<file path="src/rtl/seven_segment_scan.sv">
// Multiplexed seven-segment driver: sequential double-dabble BCD conversion, atomic latch, timed anode scan.
// Optional leading-zero blanking under SEVSEG_LZB_EN.
module seven_segment_scan #(
  parameter int NUM_DIGITS  = 4,
  parameter int BIN_W       = 16,
  parameter int REFRESH_DIV = 100000
) (
  input  logic                  clk,
  input  logic                  rst_n,
  input  logic [BIN_W-1:0]      nums,
  output logic [6:0]            display,
  output logic [NUM_DIGITS-1:0] digit,
  output logic                  busy,
  output logic                  overflow
);

  localparam int BCD_D = (BIN_W * 301) / 1000 + 1;
  localparam int EXT_D = (BCD_D > NUM_DIGITS) ? BCD_D : NUM_DIGITS;
  localparam int EXT_W = 4 * EXT_D;
  localparam int CNT_W = $clog2(BIN_W + 1);
  localparam int TMR_W = $clog2(REFRESH_DIV);
  localparam int SEL_W = (NUM_DIGITS > 1) ? $clog2(NUM_DIGITS) : 1;

  typedef enum logic [1:0] {S_IDLE, S_SHIFT, S_DONE} state_t;

  state_t                        r_state, w_state_nxt;
  logic [BIN_W-1:0]              r_shift;
  logic [4*BCD_D-1:0]            r_scratch;
  logic [CNT_W-1:0]              r_cnt;
  logic [NUM_DIGITS-1:0][3:0]    r_disp;
  logic                          r_overflow;
  logic [TMR_W-1:0]              r_timer;
  logic [SEL_W-1:0]              r_sel;
  logic [6:0]                    r_display;
  logic [NUM_DIGITS-1:0]         r_digit;

  logic [4*BCD_D-1:0]            w_adj;
  logic [EXT_W-1:0]              w_ext;
  logic [NUM_DIGITS-1:0][3:0]    w_latch;
  logic                          w_ovf;
  logic [NUM_DIGITS-1:0]         w_blank;
  logic [3:0]                    w_nib;

  function automatic logic [6:0] seg_decode(input logic [3:0] n);
    case (n)
      4'd0:    seg_decode = 7'b1000000;
      4'd1:    seg_decode = 7'b1111001;
      4'd2:    seg_decode = 7'b0100100;
      4'd3:    seg_decode = 7'b0110000;
      4'd4:    seg_decode = 7'b0011001;
      4'd5:    seg_decode = 7'b0010010;
      4'd6:    seg_decode = 7'b0000010;
      4'd7:    seg_decode = 7'b1111000;
      4'd8:    seg_decode = 7'b0000000;
      4'd9:    seg_decode = 7'b0010000;
      default: seg_decode = 7'b1111111;
    endcase
  endfunction

  always_ff @(posedge clk or negedge rst_n) begin
    if (!rst_n) r_state <= S_IDLE;
    else        r_state <= w_state_nxt;
  end

  always_comb begin
    w_state_nxt = r_state;
    case (r_state)
      S_IDLE:  w_state_nxt = S_SHIFT;
      S_SHIFT: if (r_cnt == CNT_W'(BIN_W - 1)) w_state_nxt = S_DONE;
      S_DONE:  w_state_nxt = S_IDLE;
      default: w_state_nxt = S_IDLE;
    endcase
  end

  always_comb begin
    w_adj = r_scratch;
    for (int i = 0; i < BCD_D; i++)
      if (r_scratch[4*i +: 4] >= 4'd5) w_adj[4*i +: 4] = r_scratch[4*i +: 4] + 4'd3;
  end

  // Nibbles beyond the displayed range decide saturation; scratch is zero-extended when narrower.
  assign w_ext = EXT_W'(r_scratch);

  always_comb begin
    w_ovf   = 1'b0;
    w_latch = '0;
    for (int i = 0; i < NUM_DIGITS; i++) w_latch[i] = w_ext[4*i +: 4];
    for (int i = NUM_DIGITS; i < EXT_D; i++)
      if (w_ext[4*i +: 4] != 4'd0) w_ovf = 1'b1;
    if (w_ovf) w_latch = {NUM_DIGITS{4'd9}};
  end

  always_ff @(posedge clk or negedge rst_n) begin
    if (!rst_n) begin
      r_shift    <= '0;
      r_scratch  <= '0;
      r_cnt      <= '0;
      r_disp     <= '0;
      r_overflow <= 1'b0;
    end else begin
      case (r_state)
        S_IDLE: begin
          r_shift   <= nums;
          r_scratch <= '0;
          r_cnt     <= '0;
        end
        S_SHIFT: begin
          r_scratch <= (w_adj << 1) | {{(4*BCD_D-1){1'b0}}, r_shift[BIN_W-1]};
          r_shift   <= r_shift << 1;
          r_cnt     <= r_cnt + CNT_W'(1);
        end
        S_DONE: begin
          r_disp     <= w_latch;
          r_overflow <= w_ovf;
        end
        default: ;
      endcase
    end
  end

  always_ff @(posedge clk or negedge rst_n) begin
    if (!rst_n) begin
      r_timer <= '0;
      r_sel   <= '0;
    end else if (r_timer == TMR_W'(REFRESH_DIV - 1)) begin
      r_timer <= '0;
      r_sel   <= (r_sel == SEL_W'(NUM_DIGITS - 1)) ? '0 : r_sel + SEL_W'(1);
    end else begin
      r_timer <= r_timer + TMR_W'(1);
    end
  end

`ifdef SEVSEG_LZB_EN
  always_comb begin
    logic w_run;
    w_run   = 1'b1;
    w_blank = '0;
    for (int k = NUM_DIGITS - 1; k > 0; k--) begin
      w_run      = w_run & (r_disp[k] == 4'd0);
      w_blank[k] = w_run & ~r_overflow;
    end
  end
`else
  assign w_blank = '0;
`endif

  assign w_nib = r_disp[r_sel];

  // Segments and anodes share one register stage so they always switch on the same edge.
  always_ff @(posedge clk or negedge rst_n) begin
    if (!rst_n) begin
      r_display <= 7'b1111111;
      r_digit   <= '1;
    end else begin
      r_display <= w_blank[r_sel] ? 7'b1111111 : seg_decode(w_nib);
      r_digit   <= ~(NUM_DIGITS'(1) << r_sel);
    end
  end

  assign display  = r_display;
  assign digit    = r_digit;
  assign busy     = (r_state != S_IDLE);
  assign overflow = r_overflow;

endmodule

</file>
<file path="config.mk">
export PLATFORM = sky130hd
export DESIGN_NAME = seven_segment_scan
export DESIGN_NICKNAME = d
export VERILOG_FILES = /design/src/rtl/seven_segment_scan.sv
export SDC_FILE = /design/constraint.sdc
export NUM_CORES = 1
export LEC_CHECK = 0
export BUFFER_PORTS_ARGS = -buffer_cell sky130_fd_sc_hd__buf_4
export CAP_MARGIN = 20
export CELL_PAD_IN_SITES_DETAIL_PLACEMENT = 0
export CELL_PAD_IN_SITES_GLOBAL_PLACEMENT = 1
export CORE_MARGIN = 1.5
export CORE_UTILIZATION = 50
export CTS_BUF_LIST = sky130_fd_sc_hd__clkbuf_4 sky130_fd_sc_hd__clkbuf_8
export CTS_CLUSTER_DIAMETER = 80
export DETAILED_ROUTE_END_ITERATION = 6
export GPL_TIMING_DRIVEN = 0
export PLACE_DENSITY_LB_ADDON = 0.1
export SYNTH_ARGS = -nofsm -noshare
export SYNTH_HDL_FRONTEND = slang
export SYNTH_SLANG_ARGS = --single-unit
</file>
<file path="constraint.sdc">
create_clock -name clk -period 2.2 [get_ports clk]
set_input_delay 0.11 -clock clk [delete_from_list [all_inputs] [get_ports clk]]
set_output_delay 0.11 -clock clk [all_outputs]
set_load 0.03 [all_outputs]
</file>
# After elaboration in Yosys (flattened, before gate mapping)
# Memory sizes are Yosys's and may differ from the RTL's. A register that Yosys moved wholly into a read port is not among the register bits.
# Index checks and enable logic that the tools add are counted.
word_totals:
  inputBits: 18
  register_bits: 83
  mem_count: 1
  elab_cells: 57
  mem_bits_ro: 112
  output_inout_bits: 13
op_classes:
  eq_ne: 6
  n_shift: 1
  n_reduce_logical: 5
  n_mux: 16
  magnitude_cmp: 6
  add_sub_neg: 8
  n_bitwise: 2
mem_list:
  columns: ["memory", "words", "word_bits", "read_ports", "rd_ports_with_merged_regs", "wr", "line_no", "source"]
  rows:
  - ["(no name shown)", 16, 7, 1, 1, 0, "45", "case (n)"]
op_table:
  columns: ["op", "count"]
  rows:
  - ["$pmux 20 s2", 1]
  - ["$pmux 16 s2", 1]
  - ["$ge 4x3->1 const B", 5]
  - ["$mux 4", 5]
  - ["$or 20x1->20", 1]
  - ["$add 17x1->17 const B", 1]
  - ["$eq 17x17->1 const B", 1]
  - ["$mux 17", 1]
  - ["$add 4x2->4 const B", 4]
  - ["$mux 16", 1]
  - ["$pmux 5 s2", 1]
  - ["$bmux 4 s2", 1]
  - ["$add 5x1->5 const B", 1]
  - ["$eq 5x4->1 const B", 1]
  - ["$eq 2x2->1 const B", 2]
  - ["$mux 2", 2]
  - ["$not 4->4", 1]
  - ["$pmux 2 s2", 1]
  - ["$reduce_bool 2->1", 2]
  - ["$reduce_bool 4->1", 1]
  - ["$shl 1x2->4 const A", 1]
  - ["$add 3x2->3 const B", 1]
  - ["$lt 2x3->1 const B", 1]
  - ["$mux 3", 1]
  - ["6 further kinds", 6]

# Longest topological paths before layout
# Gate-level depths: netlist of the first run.
depth:
  ltp_word: 4
  ltp_mapped: 7
  mapped_depth_nobuf: 6

# Worst setup path after synthesis of the first run
# OpenSTA, ideal clock, no wires.
synth_path:
  path_type: "register to register"
  start: "register r_timer[0]"
  end: "register r_sel[1]"
  arrival_time_ns: 1.718
  path_stages_with_launch: 8
  synth_period_minus_slack_ns: 1.842
  setup_slack_ns: 0.358
  required_ns: 2.075
  path_buffers: 2
  path_cell_list: "dfrtp_1 -> ha_1 -> and4_1 -> buf_2 -> nand2_1 -> nor4_2 -> buf_4 -> mux2_2"
synth_via:
  elab_chain_len: 1
synth_lines:
  columns: ["item", "line_no", "source"]
  rows:
  - ["start: declaration", "32", "logic [TMR_W-1:0] r_timer;"]
  - ["start signal: assignment", "129", "r_timer <= r_timer + TMR_W'(1);"]
  - ["$eq 17x17->1", "125", "end else if (r_timer == TMR_W'(REFRESH_DIV - 1)) begin"]
  - ["end signal: assignment", "127", "r_sel <= (r_sel == SEL_W'(NUM_DIGITS - 1)) ? '0 : r_sel + SEL_W'(1);"]
  - ["end: declaration", "33", "logic [SEL_W-1:0] r_sel;"]
# No other way between the ends.
# A chain may end at the register's enable or synchronous reset.

# Worst setup path after layout of the first run
# Ends and elaborated chain as after synthesis.

==> summary.txt, run 1 <==
CP endpoint kind - flip-flop
Initial Utilization - 52.4%
RSZ-0062 raised after global routing - false
Largest net degree at the start of global routing - 64
Setup tns final - 0 ps
Overflow after GRT - 0
Placed cell count - 546
Power per standard cell area - 944 nW/um^2
DPL Wire Length - 5670 um
Most common cell after layout, fill and taps aside - dfrtp_1
Hold Path Class - in2reg
Vias in the first global route - 2,822
Max cap viols - 0
Fin. Hold Viols - 0
Critical path startpoint category - flip-flop
Most frequent cells in the layout - dfrtp_1 (79), nand2_1 (47), o21ai_0 (41)
Final Wtd Congestion - 0.776
Avg Inst Size Synth - 10.7 um^2
Initial antenna violation count - 0
Die height - 96.5 um
Top_reg_cell synth - dfrtp_1
Number of diodes - 0
Seq/Total Area, Yosys - 51.8%
Top Usage Layer GRT - met2
Area Overhead vs Synth - 15.0%
Worst Path Arrival - 2260 ps
First-pass GRT wire length - 13,700 um
Total GRT Usage - 19.6%
Port bufs - 30
#FFs+latches synth - 90
Cts bufs inserted - 9
Core box area - 8340 um^2
Clk sinks - 90
Synthesis Warnings - 0
# setup viols final - 0
WS Path Type - reg2reg
Required @ worst endpoint - 2440 ps
Total power - 4.74 mW
Die area - 9310 um^2
Drt drc - 0
CTS tree - built
Max frequency - 495 MHz
Clock Pin Slew Worst Setup and Hold Paths - 100 ps
H-Tree Depth - 3
Rel. slew slack - 58.0%
Final core occ - 60.3%
Crit path time final - 2020 ps
WL final - 8140 um
Fin cells - 564
Clock Tree Root - clkbuf_8
Clock buffer depth - 2
Clk_lat worst skew - 360 ps
Status - finished clean
Vias after detailed routing - 2,979
Pre-antenna DRT Iters - 4
Fraction of layout cells with a size suffix above 1 - 17.6%
Antenna-violating nets left - 0
Max-slew violations - 0
Post-synthesis cell type count - 43
Final setup margin - 179 ps
Met3 track demand over resource - 3.83%
Final worst-path cycle share - 91.9%
Worst slack, placed - 143 ps
Final layout net count - 495
Mapped Nets - 451
Slew of the pin with the lowest slew margin - 630 ps
Met1 Use GR - 26.8%
Crit path max fanout - 10
Synthesized instance count - 410
Initial DRC count - 102
Die X - 96.5 um
# rows - 33
Vias per cell - 5.28
Post-synth EDFFs - 0
# IOs - 31
Max IR drop VDD - 0.000516 V
Met2 usage - 30.8%
Routed len/inst - 14.4 um
Worst Skew - 14.3 ps
Asr flop ratio synth - 100%
FF-to-FF setup slack - 180 ps
Pleak - 2.37 nW
Mapped Area - 4370 um^2
-- repair_timing --
item                                    in CTS  in global routing
setup buffers                                0                  0
hold buffers                                 2                  0
endpoints found under the setup margin       0                  1
endpoints found under the hold margin       28                  0
resized for setup                            0                  1
-- final timing paths --
path,end,cells after the start,from
hold / removal,r_shift[1],3,nums[1]
max in group asynchronous,display[1],3,rst_n
min in group asynchronous,r_timer[8],2,rst_n
setup / recovery,r_sel[1],7,r_timer[0]
setup reg to reg,r_sel[1],7,r_timer[0]
hold reg to reg,r_disp[13],2,r_disp[13]
-- logic make-up (layout without fill, tap and decap cells) --
kind of cell             count (synthesis)  after routing  share of synthesized area [%]
adder cells (fa/ha/maj)                 23             23                           6.58
XOR/XNOR                                22             22                           4.41
flip-flops                              90             90                           51.8
buffers and inverters                   39             88                           3.86
AND/OR/NAND/NOR                        127            127                           14.3
AO/OA/AOI/OAI                           82             82                           11.3
multiplexers                            27             27                           7.67
-- per-stage QoR --
step,instance area (um^2),hold slack [ps]
finish,5030,35.4
global route,5030,34.8
CTS,5020,36.1
detailed placement,4760,58.7
global placement,4730,382
floorplan,4370,-186
-- routing by layer --
metal	share of wire (%)	routed length (um)
met5	0	0
met4	1.5	120
met3	3.4	280
met2	47	3820
met1	48	3920
-- sequential cells by signal (all words and copies together), names as in the netlist --
| register | flops |
|---|---|
| display | 7 |
| r_disp | 16 |
| r_cnt | 5 |
| digit | 4 |
| r_sel | 2 |
| r_shift | 16 |
| r_state | 2 |
| r_timer | 17 |
| r_scratch | 20 |
| overflow | 1 |
-- critical path, stage by stage, from the launching register on --
cell and delay [ps]:
dfrtp_1 390, ha_1 220, and4_1 190, buf_2 160, nand2_1 120, nor4_4 260, buf_4 220, mux2_2 340
-- area by class of cell --
class	instances	area [um^2]
clock inverter	5	104
buffer	19	93.8
clock buffer	11	139
tap	105	131
fill	710	3310
timing repair buffer	33	273
inverter	20	75.1
multi-input combinational	281	1950
sequential	90	2270
-- Yosys cell counts (3+ instances only) --
cell | instances | area, um^2
a21oi_1 | 17 | 85.1
a22o_1 | 12 | 105
and2_1 | 3 | 18.8
and3_1 | 4 | 25.0
buf_1 | 3 | 11.3
buf_2 | 3 | 15.0
clkbuf_1 | 10 | 37.5
dfrtp_1 | 79 | 1980
dfstp_2 | 11 | 289
ha_1 | 23 | 288
inv_1 | 20 | 75.1
mux2_2 | 6 | 67.6
mux2i_1 | 17 | 170
nand2_1 | 47 | 176
nand2b_1 | 9 | 56.3
nand3_1 | 11 | 55.1
nand4_1 | 3 | 18.8
nor2_1 | 26 | 97.6
nor2b_1 | 5 | 31.3
nor3b_1 | 3 | 22.5
o21ai_0 | 41 | 205
o22a_1 | 4 | 35.0
o31ai_1 | 4 | 30.0
xnor2_1 | 14 | 123
xor2_1 | 8 | 70.1
-- power breakdown --
part	switching (mW)	internal, mW	leakage [nW]
Combinational	0.633	0.573	1.11
Sequential	0.194	1.98	1.14
Clock	0.587	0.781	0.124
(Power assumes the default switching activity.)
==> run 2: changes to the inputs <==
--- a/config.mk
+++ b/config.mk
@@ -9,13 +9,13 @@
 export CAP_MARGIN = 20
 export CELL_PAD_IN_SITES_DETAIL_PLACEMENT = 0
 export CELL_PAD_IN_SITES_GLOBAL_PLACEMENT = 1
-export CORE_MARGIN = 1.5
 export CORE_UTILIZATION = 50
 export CTS_BUF_LIST = sky130_fd_sc_hd__clkbuf_4 sky130_fd_sc_hd__clkbuf_8
 export CTS_CLUSTER_DIAMETER = 80
 export DETAILED_ROUTE_END_ITERATION = 6
 export GPL_TIMING_DRIVEN = 0
 export PLACE_DENSITY_LB_ADDON = 0.1
+export REMOVE_ABC_BUFFERS = 1
 export SYNTH_ARGS = -nofsm -noshare
 export SYNTH_HDL_FRONTEND = slang
 export SYNTH_SLANG_ARGS = --single-unit
==> summary.txt, run 2 (same netlist as run 1, synthesis figures left out) <==
Final Wtd Congestion - 0.783
DPL Wire Length - 5240 um
WHS Endpoint - r_shift[0]
Worst Path Arrival - 2310 ps
Cts bufs inserted - 9
Total GRT Usage - 19.4%
Initial Utilization - 52.4%
Hold path depth - 3
Overflow after GRT - 0
Status - finished clean
Top Registers - r_scratch (20), r_timer (17)
WL final - 7660 um
Internal - 3.18 mW
RSZ-0062 raised after global routing - false
Max cap viols - 0
Die area - 9120 um^2
Placed cell count - 529
# setup viols final - 0
Crit path time final - 2010 ps
Clk sinks - 90
H-Tree Depth - 3
Final worst-path cycle share - 91.5%
Vias after detailed routing - 2,940
Fin. Hold Viols - 0
Pleak - 2.35 nW
Switch Pwr - 1.44 mW
Required @ worst endpoint - 2490 ps
Number of diodes - 0
Initial antenna violation count - 0
Clk pwr share - 27.4%
Most common cell after layout, fill and taps aside - dfrtp_1
Slew of the pin with the lowest slew margin - 721 ps
Critical path startpoint category - flip-flop
Max IR drop VDD - 0.000397 V
Worst Skew - 10.4 ps
Worst reg2reg startpoint - r_sel[0]
Placed cell areas - 4710 um^2
Largest net degree at the start of global routing - 49
Final setup margin - 187 ps
Vias per cell - 5.35
Port bufs - 30
Initial DRC count - 105
Critical R2R Capture - display[3]
CP endpoint kind - flip-flop
FF-to-FF path depth - 6
Combinational share of power - 25.8%
Die height - 95.5 um
Worst slack, placed - -295 ps
Routed len/inst - 13.9 um
Clock Tree Root - clkbuf_8
Clock Pin Slew Worst Setup and Hold Paths - 90 ps
Antenna-violating nets left - 0
Max-slew violations - 0
First-pass GRT wire length - 13,400 um
Top reg by flops - r_scratch
Fraction of layout cells with a size suffix above 1 - 18.7%
Clock buffer depth - 2
Switching Share - 31.2%
Die X - 95.5 um
Largest register FFs - 20
Most frequent cells in the layout - dfrtp_1 (78), nand2_1 (47), o21ai_0 (41)
Hold Path Origin - nums[0]
Crit path max fanout - 9
# IOs - 31
Max frequency - 497 MHz
Drt drc - 0
Clk_lat worst skew - 370 ps
Fin cells - 550
# rows - 33
WS Path Type - reg2reg
Pre-antenna DRT Iters - 4
Finished Cell Area - 4980 um^2
Power per standard cell area - 928 nW/um^2
CTS tree - built
FF-to-FF setup slack - 190 ps
Vias in the first global route - 2,857
Final layout net count - 481
Reg power frac - 46.8%
Core box area - 8340 um^2
Rel. slew slack - 51.8%
Hold Path Class - in2reg
Area Overhead vs Synth - 14.0%
## run 2: changes by cell type in the layout (fill, tap and decap cells not counted), moves of 2 or more
| cell | before | now |
|---|---|---|
| buf_1 | 3 | 0 |
| buf_2 | 3 | 0 |
| buf_4 | 31 | 34 |
| buf_6 | 2 | 0 |
| clkbuf_1 | 10 | 0 |
| clkbuf_4 | 2 | 0 |
| inv_6 | 0 | 3 |
## run 2: cell type report
type                            instances  area (um^2)
Fill cell                             735         3360
Sequential cell                        90         2270
Multi-Input combinational cell        281         1950
Timing Repair Buffer                   38          340
Tap cell                              105          131
Clock buffer                            9          124
Clock inverter                          7         98.8
Inverter                               20         75.1
## run 2: critical path: stages (launching register included)
cell     delay, ps
dfrtp_1        570
mux4_1         750
inv_1          170
ha_1           150
or2_0          130
a21oi_2         70
a21oi_1        120
## run 2: how the worst max path moves through the flow
stage                from    endpoint  cells past startpoint  slack (ps)
2_1_floorplan  r_state[1]  r_disp[11]                      3        -110
3_5_place_dp   r_timer[0]    r_sel[0]                      5        -300
6_report         r_sel[0]  display[3]                      6         190
5_1_grt          r_sel[0]  display[3]                      6          50
3_3_place_gp   r_state[1]   r_disp[3]                      3        -980
4_1_cts        r_state[1]  r_disp[15]                      3          30
## run 2: stage by stage
step / hold slack [ps] / setup TNS [ps] / total power, mW / utilization, %
2_1_floorplan: -186 / -1260 / 3.05 / -
4_1_cts: 4.68 / 0 / 4.69 / 59.4
6_report: 11.2 / 0 / 4.63 / 59.8
5_1_grt: 16.6 / 0 / 4.93 / 59.8
3_3_place_gp: 374 / -24110 / 3.36 / 55.6
3_5_place_dp: 148 / -846 / 3.40 / 56.5
## run 2: power groups by stage
stage / clock, mW / combinational (mW) / sequential [mW]
after global routing: 1.37 / 1.35 / 2.21
after floorplan: 0 / 0.775 / 2.27
after CTS: 1.31 / 1.21 / 2.17
after global placement: 0 / 1.16 / 2.19
after detailed placement: 0 / 1.20 / 2.20
final: 1.27 / 1.19 / 2.16
## run 2: per-layer routing
layer | GRT usage, % | share of wire, % | up-vias
met4 | 9.08 | 2.0 | 0
li1 | - | - | 1463
met3 | 3.19 | 2.4 | 11
met1 | 25.3 | 48 | 1420
met2 | 31.6 | 48 | 46
met5 | 0 | 0 | -
## run 2: repair_timing
| item | CTS | global route |
|---|---|---|
| resized for setup | 1 | 1 |
| hold buffers | 1 | 0 |
| setup endpoints to repair | 10 | 19 |
| pin swaps | 1 | 1 |
| setup buffers | 0 | 4 |
| hold endpoints to repair | 33 | 0 |
